### config.mk
export PLATFORM = sky130hd
export DESIGN_NAME = if_fetch_buffer
export DESIGN_NICKNAME = d
export VERILOG_FILES = /design/src/rtl/if_fetch_buffer_pkg.sv /design/src/rtl/ifb_storage.sv /design/src/rtl/if_fetch_buffer.sv
export SDC_FILE = /design/constraint.sdc
export NUM_CORES = 1
export LEC_CHECK = 0
export CAP_MARGIN = 15
export CORE_MARGIN = 2
export CORE_UTILIZATION = 50
export CTS_BUF_LIST = sky130_fd_sc_hd__clkbuf_8
export DETAILED_ROUTE_END_ITERATION = 10
export DONT_BUFFER_PORTS = 1
export HOLD_SLACK_MARGIN = 0.08
export PLACE_DENSITY_LB_ADDON = 0.25
export SLEW_MARGIN = 10
export SYNTH_ARGS = -nofsm -noshare
export SYNTH_HDL_FRONTEND = slang
export SYNTH_SLANG_ARGS = --single-unit
### constraint.sdc
create_clock -name clk_i -period 5.3 [get_ports clk_i]
set_input_delay 1.59 -clock clk_i [delete_from_list [all_inputs] [get_ports clk_i]]
set_output_delay 1.59 -clock clk_i [all_outputs]
set_load 0.01 [all_outputs]
### src/rtl/if_fetch_buffer_pkg.sv
// Shared types and constants for the IF fetch buffer.
// IFB_PREDECODE_EN adds a per-entry branch predecode bit.
package if_fetch_buffer_pkg;

  localparam int unsigned IFB_AW = 32;
  localparam logic [5:0] OPC_BEQ = 6'b000100;
  localparam logic [IFB_AW-1:0] NOP_WORD = 32'h0000_0000;

  typedef struct packed {
    logic [IFB_AW-1:0] pc;
    logic [IFB_AW-1:0] instr;
`ifdef IFB_PREDECODE_EN
    logic              br;
`endif
  } ifb_entry_t;

  function automatic logic is_beq(input logic [IFB_AW-1:0] instr);
    return instr[31:26] == OPC_BEQ;
  endfunction

endpackage

### src/rtl/ifb_storage.sv
// DEPTH-entry register array: one synchronous write port, one async read port.
module ifb_storage
  import if_fetch_buffer_pkg::*;
#(
  parameter int unsigned DEPTH = 2,
  parameter int unsigned PW    = $clog2(DEPTH)
) (
  input  logic          clk_i,
  input  logic          rst_i,
  input  logic          we_i,
  input  logic [PW-1:0] waddr_i,
  input  ifb_entry_t    wdata_i,
  input  logic [PW-1:0] raddr_i,
  output ifb_entry_t    rdata_o
);

  ifb_entry_t mem_q [DEPTH];

  always_ff @(posedge clk_i) begin
    if (rst_i) begin
      for (int i = 0; i < int'(DEPTH); i++) mem_q[i] <= '0;
    end else if (we_i) begin
      mem_q[waddr_i] <= wdata_i;
    end
  end

  assign rdata_o = mem_q[raddr_i];

endmodule

### src/rtl/if_fetch_buffer.sv
// In-order {pc, instr} FIFO between fetch and decode; holds the PC while full.
// IFB_PREDECODE_EN enables the is_branch_o predecode output.
module if_fetch_buffer
  import if_fetch_buffer_pkg::*;
#(
  parameter int unsigned DEPTH = 2,
  parameter int unsigned AW    = IFB_AW
) (
  input  logic                     clk_i,
  input  logic                     rst_i,
  input  logic                     fetch_valid_i,
  input  logic [AW-1:0]            pc_i,
  input  logic [AW-1:0]            instr_i,
  input  logic                     stall_i,
  input  logic                     flush_i,
  output logic                     valid_o,
  output logic [AW-1:0]            pc_o,
  output logic [AW-1:0]            instr_o,
  output logic                     hold_pc_o,
  output logic [$clog2(DEPTH):0]   count_o,
  output logic                     is_branch_o
);

  localparam int unsigned PW = $clog2(DEPTH);
  localparam int unsigned CW = PW + 1;

  if (DEPTH < 2 || (DEPTH & (DEPTH - 1)) != 0) begin : g_bad_depth
    $error("if_fetch_buffer: DEPTH must be a power of two >= 2");
  end
  if (AW != IFB_AW) begin : g_bad_aw
    $error("if_fetch_buffer: AW must equal IFB_AW");
  end

  logic [PW-1:0] wptr_q, rptr_q;
  logic [CW-1:0] count_q;
  logic          push_c, pop_c;
  ifb_entry_t    wr_entry, rd_entry;

  // Full blocks push even with a same-cycle pop, keeping stall_i off the PC path.
  assign hold_pc_o = (count_q == CW'(DEPTH));
  assign valid_o   = (count_q != '0);
  assign count_o   = count_q;
  assign push_c    = fetch_valid_i & ~hold_pc_o & ~flush_i;
  assign pop_c     = valid_o & ~stall_i & ~flush_i;

  always_comb begin
    wr_entry       = '0;
    wr_entry.pc    = IFB_AW'(pc_i);
    wr_entry.instr = IFB_AW'(instr_i);
`ifdef IFB_PREDECODE_EN
    wr_entry.br    = is_beq(IFB_AW'(instr_i));
`endif
  end

  ifb_storage #(
    .DEPTH (DEPTH),
    .PW    (PW)
  ) u_storage (
    .clk_i   (clk_i),
    .rst_i   (rst_i),
    .we_i    (push_c),
    .waddr_i (wptr_q),
    .wdata_i (wr_entry),
    .raddr_i (rptr_q),
    .rdata_o (rd_entry)
  );

  always_ff @(posedge clk_i) begin
    if (rst_i || flush_i) begin
      wptr_q  <= '0;
      rptr_q  <= '0;
      count_q <= '0;
    end else begin
      if (push_c) wptr_q <= wptr_q + PW'(1);
      if (pop_c)  rptr_q <= rptr_q + PW'(1);
      count_q <= count_q + CW'(push_c) - CW'(pop_c);
    end
  end

  // Empty buffer presents a NOP at pc 0.
  assign pc_o    = valid_o ? AW'(rd_entry.pc)    : '0;
  assign instr_o = valid_o ? AW'(rd_entry.instr) : AW'(NOP_WORD);

`ifdef IFB_PREDECODE_EN
  assign is_branch_o = valid_o & rd_entry.br;
`else
  assign is_branch_o = 1'b0;
`endif

endmodule

==> flow_summary.json, run 1 <==
{
  "drt_pre_antenna_iters": 4,
  "cts_buffers": 17,
  "htreeDepth": 4,
  "die_h_um": 113,
  "core_area_um2": 11600,
  "end_kind": "primary output",
  "synth_area_leaders": "edfxtp_1 64%, and2_1 14%, mux2i_1 11%, nor2_1 4.3%, dfxtp_1 1.7%",
  "synth_top_area_share_pct": 64.2,
  "r2r-end": "count_o[1]$_SDFF_PP0_",
  "clock.fmax_ghz": 0.262,
  "slowest_stage": "nor2_4",
  "final-setup-viol-count": 0,
  "ys_seq_area_share_pct": 65.9,
  "grt_start_max_net_pins": 66,
  "cts_tree": "built",
  "yosysMostFrequentCell": "and2_1",
  "synth_edf_count": 128,
  "crit_fanout": 44,
  "netlist_top_cells_count": "130 x and2_1, 128 x edfxtp_1, 68 x nor2_1, 64 x mux2i_1, 13 x buf_2",
  "synth_cell_types": 25,
  "required_ns": 3.71,
  "ir_drop_v": 0.000164,
  "yosys.area.top_type": "edfxtp_1",
  "ys_ff_latch": 133,
  "worst_slew_pin_slew_ns": 1.14,
  "first_iter_violations": 173,
  "outcome": "completed",
  "num-nets-final": 513,
  "min_delay_path_depth": 2,
  "clk_pin_slew_ns": 0.07,
  "grt_overflow_total": 0,
  "clock-sinks": 133,
  "max_stage_delay_ns": 0.82,
  "start_util_pct": 51.8,
  "hp-class": "flop to flop",
  "num_vias": 3216,
  "grt.total_usage_pct": 18.1,
  "r2r-start": "count_o[1]$_SDFF_PP0_",
  "fin_worst_skew_ns": 0.00768,
  "hold_path.startpoint": "rptr_q$_SDFFE_PP0P_",
  "routed_via_density": 5.36,
  "drt-total-wl_um": 11100,
  "wl_per_cell_um": 18.5,
  "ys.warnings.count": 0,
  "async_reset_ff_share_pct": 0,
  "crit_chain": "nor2_4 > buf_4 > nor2_1",
  "dp_hpwl_um": 6620,
  "p_leak_uw": 0.00229,
  "postCtsHoldBufs": 0,
  "drive_gt1_share_pct": 8.79,
  "grt_pass1_wl_um": 17500,
  "portBuffers": 0,
  "synth_nets": 518,
  "fin_util_pct": 56.2,
  "cts_resized": 0,
  "cts_buffer_depth": 2,
  "drc": 0,
  "antenna_found_initial": 1,
  "syn_avg_cell_area_um2": 13.4,
  "rsz0062_at_grt": "false",
  "crit_type": "flop to primary output",
  "power_density_nw_per_um2": 347,
  "cts_root_buf": "clkbuf_8",
  "syn_inst": 447,
  "max-cap-violations": 0,
  "fin_crit_ns": 3.82,
  "synthFlopType": "edfxtp_1",
  "timing.slew.headroom_pct": 24.1,
  "io_pins": 138,
  "cp-start-kind": "flop",
  "place.gp.congestion": 0.711,
  "fp.dieW_um": 113,
  "cp_num_buf_inv": 1,
  "cp_data_arrival_time_ns": 2.23,
  "antenna_left": 0,
  "r2r_slack_ns": 2.94,
  "cts_setup_buffers": 0,
  "rows": 39,
  "area_delta_synth_final_pct": 8.67,
  "first_global_vias": 3490,
  "clk_latency_ns": 0.43,
  "period_share_pct": 72.0,
  "fp.dieArea_um2": 12900,
  "final_hold_viol_count": 0,
  "syn_area_um2": 5990,
  "finalSetupTns_ns": 0,
  "reg2reg_depth": 8,
  "drv_slew": 0,
  "path_delay_family": "simple AND/OR/NAND/NOR gates"
}
==> logic make-up (layout without fill, tap and decap cells) <==
group	count (synthesis)	after routing	share of synthesized area (%)
adders and majority gates	2	2	0.418
DFF	133	133	65.9
muxes	64	64	10.7
xor gates and xnor gates	1	1	0.146
AOI/OAI and AO/OA	6	6	0.627
and+or+nand+nor	207	207	19.0
buffers and inverters	33	41	3.16
other	1	3	0.0626
==> power by group <==
group	switching (µW)	total, µW	internal (µW)
Combinational	65.0	93.9	28.9
Sequential	17.8	1220	1200
Clock	386	942	556
==> through the flow <==
stage          area, µm²  worst slack (ns)  hold WS [ns]  std cells  total power [µW]
5_1_grt             6500              1.26         0.553        598              2340
3_3_place_gp        6050              1.95         0.479        566              1340
3_5_place_dp        6050              1.89         0.512        566              1340
4_1_cts             6500              1.41         0.526        598              2280
6_report            6500              1.48         0.536        600              2260
2_1_floorplan       5990              1.19         0.480        447              1320
==> layout make-up <==
class,instances,area (µm²)
timing repair buffer,5,37.5
antenna,2,5.00
tap,143,179
sequential,133,3950
clock buffer,17,234
multi-input combinational,281,1870
fill,943,5060
clock inverter,15,213
inverter,4,15.0
==> layer usage <==
layer / vias up / track usage [%] / part of all wire [%]
li1: 1529 / - / -
met5: - / 0 / 0
met3: 17 / 6.91 / 7.1
met2: 93 / 32.2 / 53
met1: 1577 / 19.0 / 37
met4: 0 / 8.21 / 2.1
==> tightest hold or removal path: stages (launching register included) <==
cell and delay [ns]:
dfxtp_1 0.31, o21ai_0 0.11, a21oi_1 0.07
==> state kept, by name (all words and copies together) (netlist names), named ones only <==
register and flops:
count_o 2, rptr_q 1, u_storage.mem_q 128, wptr_q 1
==> cells in the final DEF, fill, tap and decap left out, types with 3 or more instances in the layout <==
master / n
and2_1: 130
bufinv_16: 5
edfxtp_1: 128
mux2i_1: 64
dfxtp_1: 4
nor2_1: 67
clkbuf_8: 17
buf_4: 5
clkinv_4: 3
inv_1: 5
==> worst max path at each step <==
stage                                from                                   to  slack, ns  cells after the start
floorplan                         flush_i  u_storage.mem_q[0][0]$_SDFFCE_PN0P_       1.19                      4
global placement    count_o[1]$_SDFF_PP0_                             pc_o[23]       1.95                      3
detailed placement  count_o[1]$_SDFF_PP0_                           instr_o[9]       1.89                      3
CTS                 count_o[1]$_SDFF_PP0_                           instr_o[9]       1.41                      3
global route        count_o[1]$_SDFF_PP0_                             pc_o[31]       1.26                      3
finish              count_o[1]$_SDFF_PP0_                           instr_o[6]       1.48                      3
Note: power is estimated with default switching activity, not from simulation.
==> run 2: changes to the inputs <==
==> constraint.sdc (replaced) <==
create_clock -name clk_i -period 3.4 [get_ports clk_i]
set_input_delay 1.02 -clock clk_i [delete_from_list [all_inputs] [get_ports clk_i]]
set_output_delay 1.02 -clock clk_i [all_outputs]
set_load 0.01 [all_outputs]
==> run 2 against run 1 <==
Clock power rose by 27%. Highest routed layer unchanged. Hold slack got worse by 0.029 ns. Non-clock buffer count grew 3. Critical endpoint is now pc_o[13]. Largest power group unchanged. Flip-flop and latch count unchanged. Critical path depth stayed put. Cell area decreased by 0.27%.
==> flow_summary.json, run 2 (same netlist as run 1, synthesis figures left out) <==
{
  "cp_data_arrival_time_ns": 1.80,
  "path_delay_family": "simple AND/OR/NAND/NOR gates",
  "outcome": "completed",
  "end_kind": "primary output",
  "final_common_cell": "and2_1",
  "max_stage_delay_ns": 0.52,
  "clock-sinks": 133,
  "crit_type": "flop to primary output",
  "routed_via_density": 5.28,
  "cp-start-kind": "flop",
  "drv_slew": 0,
  "drive_gt1_share_pct": 8.95,
  "drt-total-wl_um": 10900,
  "final_hold_viol_count": 0,
  "grt_pass1_wl_um": 16900,
  "cts_resized": 0,
  "first_iter_violations": 134,
  "num-nets-final": 516,
  "p_leak_uw": 0.00230,
  "r2r-end": "count_o[1]$_SDFF_PP0_",
  "crit_chain": "nor2_4 > buf_12 > nor2_1",
  "fp.dieArea_um2": 12900,
  "ir_drop_v": 0.000258,
  "fp.dieW_um": 113,
  "crit_fanout": 45,
  "clock.fmax_ghz": 0.354,
  "rows": 39,
  "fin_worst_skew_ns": 0.0149,
  "grt.total_usage_pct": 17.5,
  "required_ns": 2.38,
  "place.gp.congestion": 0.764,
  "reg2reg_depth": 10,
  "core_area_um2": 11600,
  "cp_num_buf_inv": 1,
  "largest_reg_flops": 128,
  "cts_buffer_depth": 2,
  "worst_slew_pin_slew_ns": 0.594,
  "die_h_um": 113,
  "htreeDepth": 4,
  "num_vias": 3174,
  "grt_overflow_total": 0,
  "rsz0062_at_grt": "false",
  "mostFrequentLayoutCells": "130 x and2_1, 128 x edfxtp_1, 67 x nor2_1",
  "clk_pin_slew_ns": 0.07,
  "n_antenna_cell": 0,
  "slowest_stage": "nor2_4",
  "wl_per_cell_um": 18.1,
  "area_delta_synth_final_pct": 8.38,
  "power_density_nw_per_um2": 501,
  "min_delay_path_depth": 2,
  "dp_hpwl_um": 6690,
  "cts_buffers": 17,
  "postCtsHoldBufs": 0,
  "finalSetupTns_ns": 0,
  "cts_tree": "built",
  "portBuffers": 0,
  "hold_path.startpoint": "rptr_q$_SDFFE_PP0P_",
  "io_pins": 138,
  "drt_pre_antenna_iters": 4,
  "hp-class": "flop to flop",
  "cts_root_buf": "clkbuf_8",
  "clk_latency_ns": 0.42,
  "first_global_vias": 3362,
  "timing.slew.headroom_pct": 60.3,
  "fin_crit_ns": 2.82,
  "r2r_slack_ns": 1.33,
  "r2r-start": "count_o[0]$_SDFF_PP0_",
  "start_util_pct": 51.8,
  "cts_setup_buffers": 0,
  "final_area_um2": 6490,
  "antenna_left": 0,
  "period_share_pct": 83.1,
  "dpl_cell_area_um2": 6130,
  "antenna_found_initial": 0,
  "grt_start_max_net_pins": 66,
  "largest-register": "u_storage.mem_q",
  "max-cap-violations": 0,
  "fillCellCount": 985,
  "drc": 0,
  "final-setup-viol-count": 0
}
run 2: cell count changes in the layout (fill, tap and decap cells not counted):
cell	change
inv_6	-1
clkinv_4	-1
clkinv_1	-2
bufinv_16	-3
buf_4	-1
buf_12	+4
inv_1	+4
clkinv_2	+3
diode_2	-2
run 2: how the worst max path moves through the flow:
stage	endpoint	start	slack, ns	depth (start not counted)
after floorplan	u_storage.mem_q[1][0]$_SDFFCE_PN0P_	flush_i	0.26	3
after global placement	count_o[1]$_SDFF_PP0_	flush_i	0.97	9
after detailed placement	count_o[1]$_SDFF_PP0_	flush_i	0.90	9
after CTS	pc_o[13]	count_o[1]$_SDFF_PP0_	0.50	3
after global routing	pc_o[13]	count_o[1]$_SDFF_PP0_	0.41	3
final	pc_o[13]	count_o[1]$_SDFF_PP0_	0.58	3
run 2: final cells by class:
type | instances | area (µm²) | share of cell area [%]
clock buffer | 17 | 234 | 3.61
clock inverter | 15 | 128 | 1.97
inverter | 4 | 15.0 | 0.231
multi-input combinational | 281 | 1870 | 28.9
sequential | 133 | 3950 | 60.8
tap | 143 | 179 | 2.76
timing repair buffer | 8 | 110 | 1.70
run 2: metal layers:
metal,vias to the layer above,global-route usage (%),routed length [µm]
met4,0,6.42,108
met1,1537,19.1,4210
met5,-,0,0
met2,101,30.3,5640
met3,7,7.44,935
li1,1529,-,-
run 2: stage by stage:
step           total power [µW]  setup slack (ns)  hold WS, ns  util [%]  std cells
2_1_floorplan              2050             0.256        0.480         -        447
3_3_place_gp               2090             0.968        0.478      53.0        569
3_5_place_dp               2100             0.905        0.501      53.0        569
4_1_cts                    3290             0.501        0.511      56.1        601
5_1_grt                    3380             0.413        0.533      56.1        601
6_report                   3250             0.576        0.508      56.1        601
run 2: power by group:
part / internal, µW / switching (µW)
Clock: 631 / 569
Sequential: 1870 / 24.3
Combinational: 49.4 / 104
run 2: worst min-delay path, stage by stage (launching register included):
cell	delay (ns)
dfxtp_1	0.31
o21ai_0	0.09
a21oi_1	0.07
==> run 3: changes to the inputs <==
==> constraint.sdc (replaced) <==
create_clock -name clk_i -period 2.6 [get_ports clk_i]
set_input_delay 0.78 -clock clk_i [delete_from_list [all_inputs] [get_ports clk_i]]
set_output_delay 0.78 -clock clk_i [all_outputs]
set_load 0.01 [all_outputs]
==> run 3 against run 2 <==
Combinational power up 40%. Utilization up 0.25 points. Total power is 23% higher. Count of clock-buffer cells in the layout is the same. First-iteration DRC count grew 46%. Register-to-register slack got worse by 0.75 ns. Critical path depth increased by 1. Sequential power is 31% higher. Hold slack is essentially flat. Clock skew is 0.0078 ns lower. Cell count rose by 0.83%. Highest routed layer unchanged.
==> flow_summary.json, run 3 (same netlist as run 1, synthesis figures left out) <==
{
  "cp-start-kind": "flop",
  "power_density_nw_per_um2": 616,
  "pwr-share-clk_pct": 32.7,
  "fp.dieW_um": 113,
  "cts_resized": 0,
  "max-cap-violations": 0,
  "path_delay_family": "flip-flops",
  "p_int_uw": 3140,
  "r2r-start": "count_o[0]$_SDFF_PP0_",
  "n_antenna_cell": 0,
  "switching_share_pct": 21.8,
  "slowest_stage": "dfxtp_1",
  "postCtsHoldBufs": 0,
  "grt_overflow_total": 0,
  "cp_num_buf_inv": 2,
  "drc": 0,
  "ir_drop_v": 0.000375,
  "num_vias": 3207,
  "portBuffers": 0,
  "cts_buffer_depth": 2,
  "die_h_um": 113,
  "period_share_pct": 92.9,
  "worstSetupStartpoint": "count_o[1]$_SDFF_PP0_",
  "num-nets-final": 522,
  "fin_util_pct": 56.3,
  "crit_type": "flop to primary output",
  "holdWs_ns": 0.508,
  "drv_slew": 0,
  "final_area_um2": 6520,
  "place.gp.congestion": 0.745,
  "drt_pre_antenna_iters": 4,
  "antenna_left": 0,
  "p_seq_share_pct": 61.9,
  "cts_tree": "built",
  "grt_pass1_wl_um": 16700,
  "p_leak_uw": 0.00230,
  "pre_cts_ws_ns": 0.390,
  "max_stage_delay_ns": 0.50,
  "final-setup-viol-count": 0,
  "wl_per_cell_um": 18.1,
  "grt.total_usage_pct": 17.5,
  "hp-class": "flop to flop",
  "fin_crit_ns": 2.41,
  "clk_latency_ns": 0.43,
  "fin_worst_skew_ns": 0.00704,
  "cts_buffers": 17,
  "first_global_vias": 3312,
  "htreeDepth": 4,
  "fp.dieArea_um2": 12900,
  "outcome": "completed",
  "hold_path.startpoint": "rptr_q$_SDFFE_PP0P_",
  "rsz0062_at_grt": "false",
  "routed_via_density": 5.29,
  "cts_root_buf": "clkbuf_8",
  "grt_start_max_net_pins": 66,
  "setup_ws_ns": 0.185,
  "clock.fmax_ghz": 0.414,
  "end_kind": "primary output",
  "required_ns": 1.82,
  "crit_fanout": 12,
  "dp_hpwl_um": 6810,
  "mostFrequentLayoutCells": "130 x and2_1, 128 x edfxtp_1, 66 x nor2_1",
  "start_util_pct": 51.8,
  "cts_setup_buffers": 0,
  "comb_power_share_pct": 5.4,
  "fillCellCount": 941,
  "largest_reg_flops": 128,
  "switchingPower_uw": 875,
  "cpMostUsedCell": "buf_4",
  "core_area_um2": 11600,
  "drive_gt1_share_pct": 9.29,
  "area_delta_synth_final_pct": 8.86,
  "io_pins": 138,
  "first_iter_violations": 195,
  "cp_data_arrival_time_ns": 1.63,
  "rows": 39,
  "final_common_cell": "and2_1",
  "largest-register": "u_storage.mem_q",
  "clock-sinks": 133,
  "antenna_found_initial": 0,
  "crit_chain": "nor2_4 > buf_4 > buf_4 > nor2_1",
  "final_hold_viol_count": 0,
  "clk_pin_slew_ns": 0.07,
  "dpl_cell_area_um2": 6190,
  "finalSetupTns_ns": 0,
  "drt-total-wl_um": 11000
}
-- run 3: changes by cell type in the layout (fill, tap and decap cells not counted) --
cell,delta
buf_8,+1
buf_12,+3
nor2_2,+1
a21o_2,-1
clkinv_4,-2
clkinvlp_4,-1
bufinv_16,-2
nor2_1,-1
inv_1,-1
buf_4,+2
a21o_4,+1
clkinv_1,+5
-- run 3: path summary, 6_finish.rpt --
| kind | slack [ns] | endpoint | cells past startpoint |
|---|---|---|---|
| hold reg to reg | 0.51 | rptr_q$_SDFFE_PP0P_ | 2 |
| hold / removal | 0.51 | rptr_q$_SDFFE_PP0P_ | 2 |
| setup reg to reg | 0.58 | count_o[1]$_SDFF_PP0_ | 10 |
| setup / recovery | 0.19 | pc_o[12] | 4 |
-- run 3: metal layers --
metal	wire [µm]	global-route usage, %	vias to the layer above	part of all wire, %
li1	-	-	1541	-
met1	4190	18.6	1563	38
met2	5710	30.1	90	52
met3	855	7.86	13	7.8
met4	193	7.64	0	1.8
met5	0	0	-	0
-- run 3: cell type report --
class | count | area (µm²) | area share [%]
inverter | 4 | 15.0 | 0.230
multi-input combinational | 281 | 1880 | 28.9
clock buffer | 17 | 234 | 3.59
tap | 143 | 179 | 2.75
timing repair buffer | 14 | 200 | 3.07
sequential | 133 | 3950 | 60.6
clock inverter | 14 | 57.6 | 0.883
-- run 3: stage by stage --
stage               total power, µW  instances
global placement               2740        572
floorplan                      2680        447
global route                   4180        606
detailed placement             2750        572
CTS                            4060        603
finish                         4010        606
-- run 3: power groups by stage --
stage | Combinational [µW] | Sequential [µW] | Clock, µW
6_report | 216 | 2480 | 1310
5_1_grt | 238 | 2490 | 1460
4_1_cts | 219 | 2480 | 1360
3_5_place_dp | 218 | 2530 | 0
3_3_place_gp | 214 | 2520 | 0
2_1_floorplan | 161 | 2520 | 0
-- run 3: worst reg2reg max path, cell delays in order, from the launching register on --
cell and delay, ns:
dfxtp_1 0.48, nand2b_1 0.18, inv_2 0.08, nor2_2 0.17, inv_1 0.11, ha_1 0.28, inv_1 0.04, ha_1 0.17
xor2_1 0.15, and2_1 0.16, nor3_1 0.12
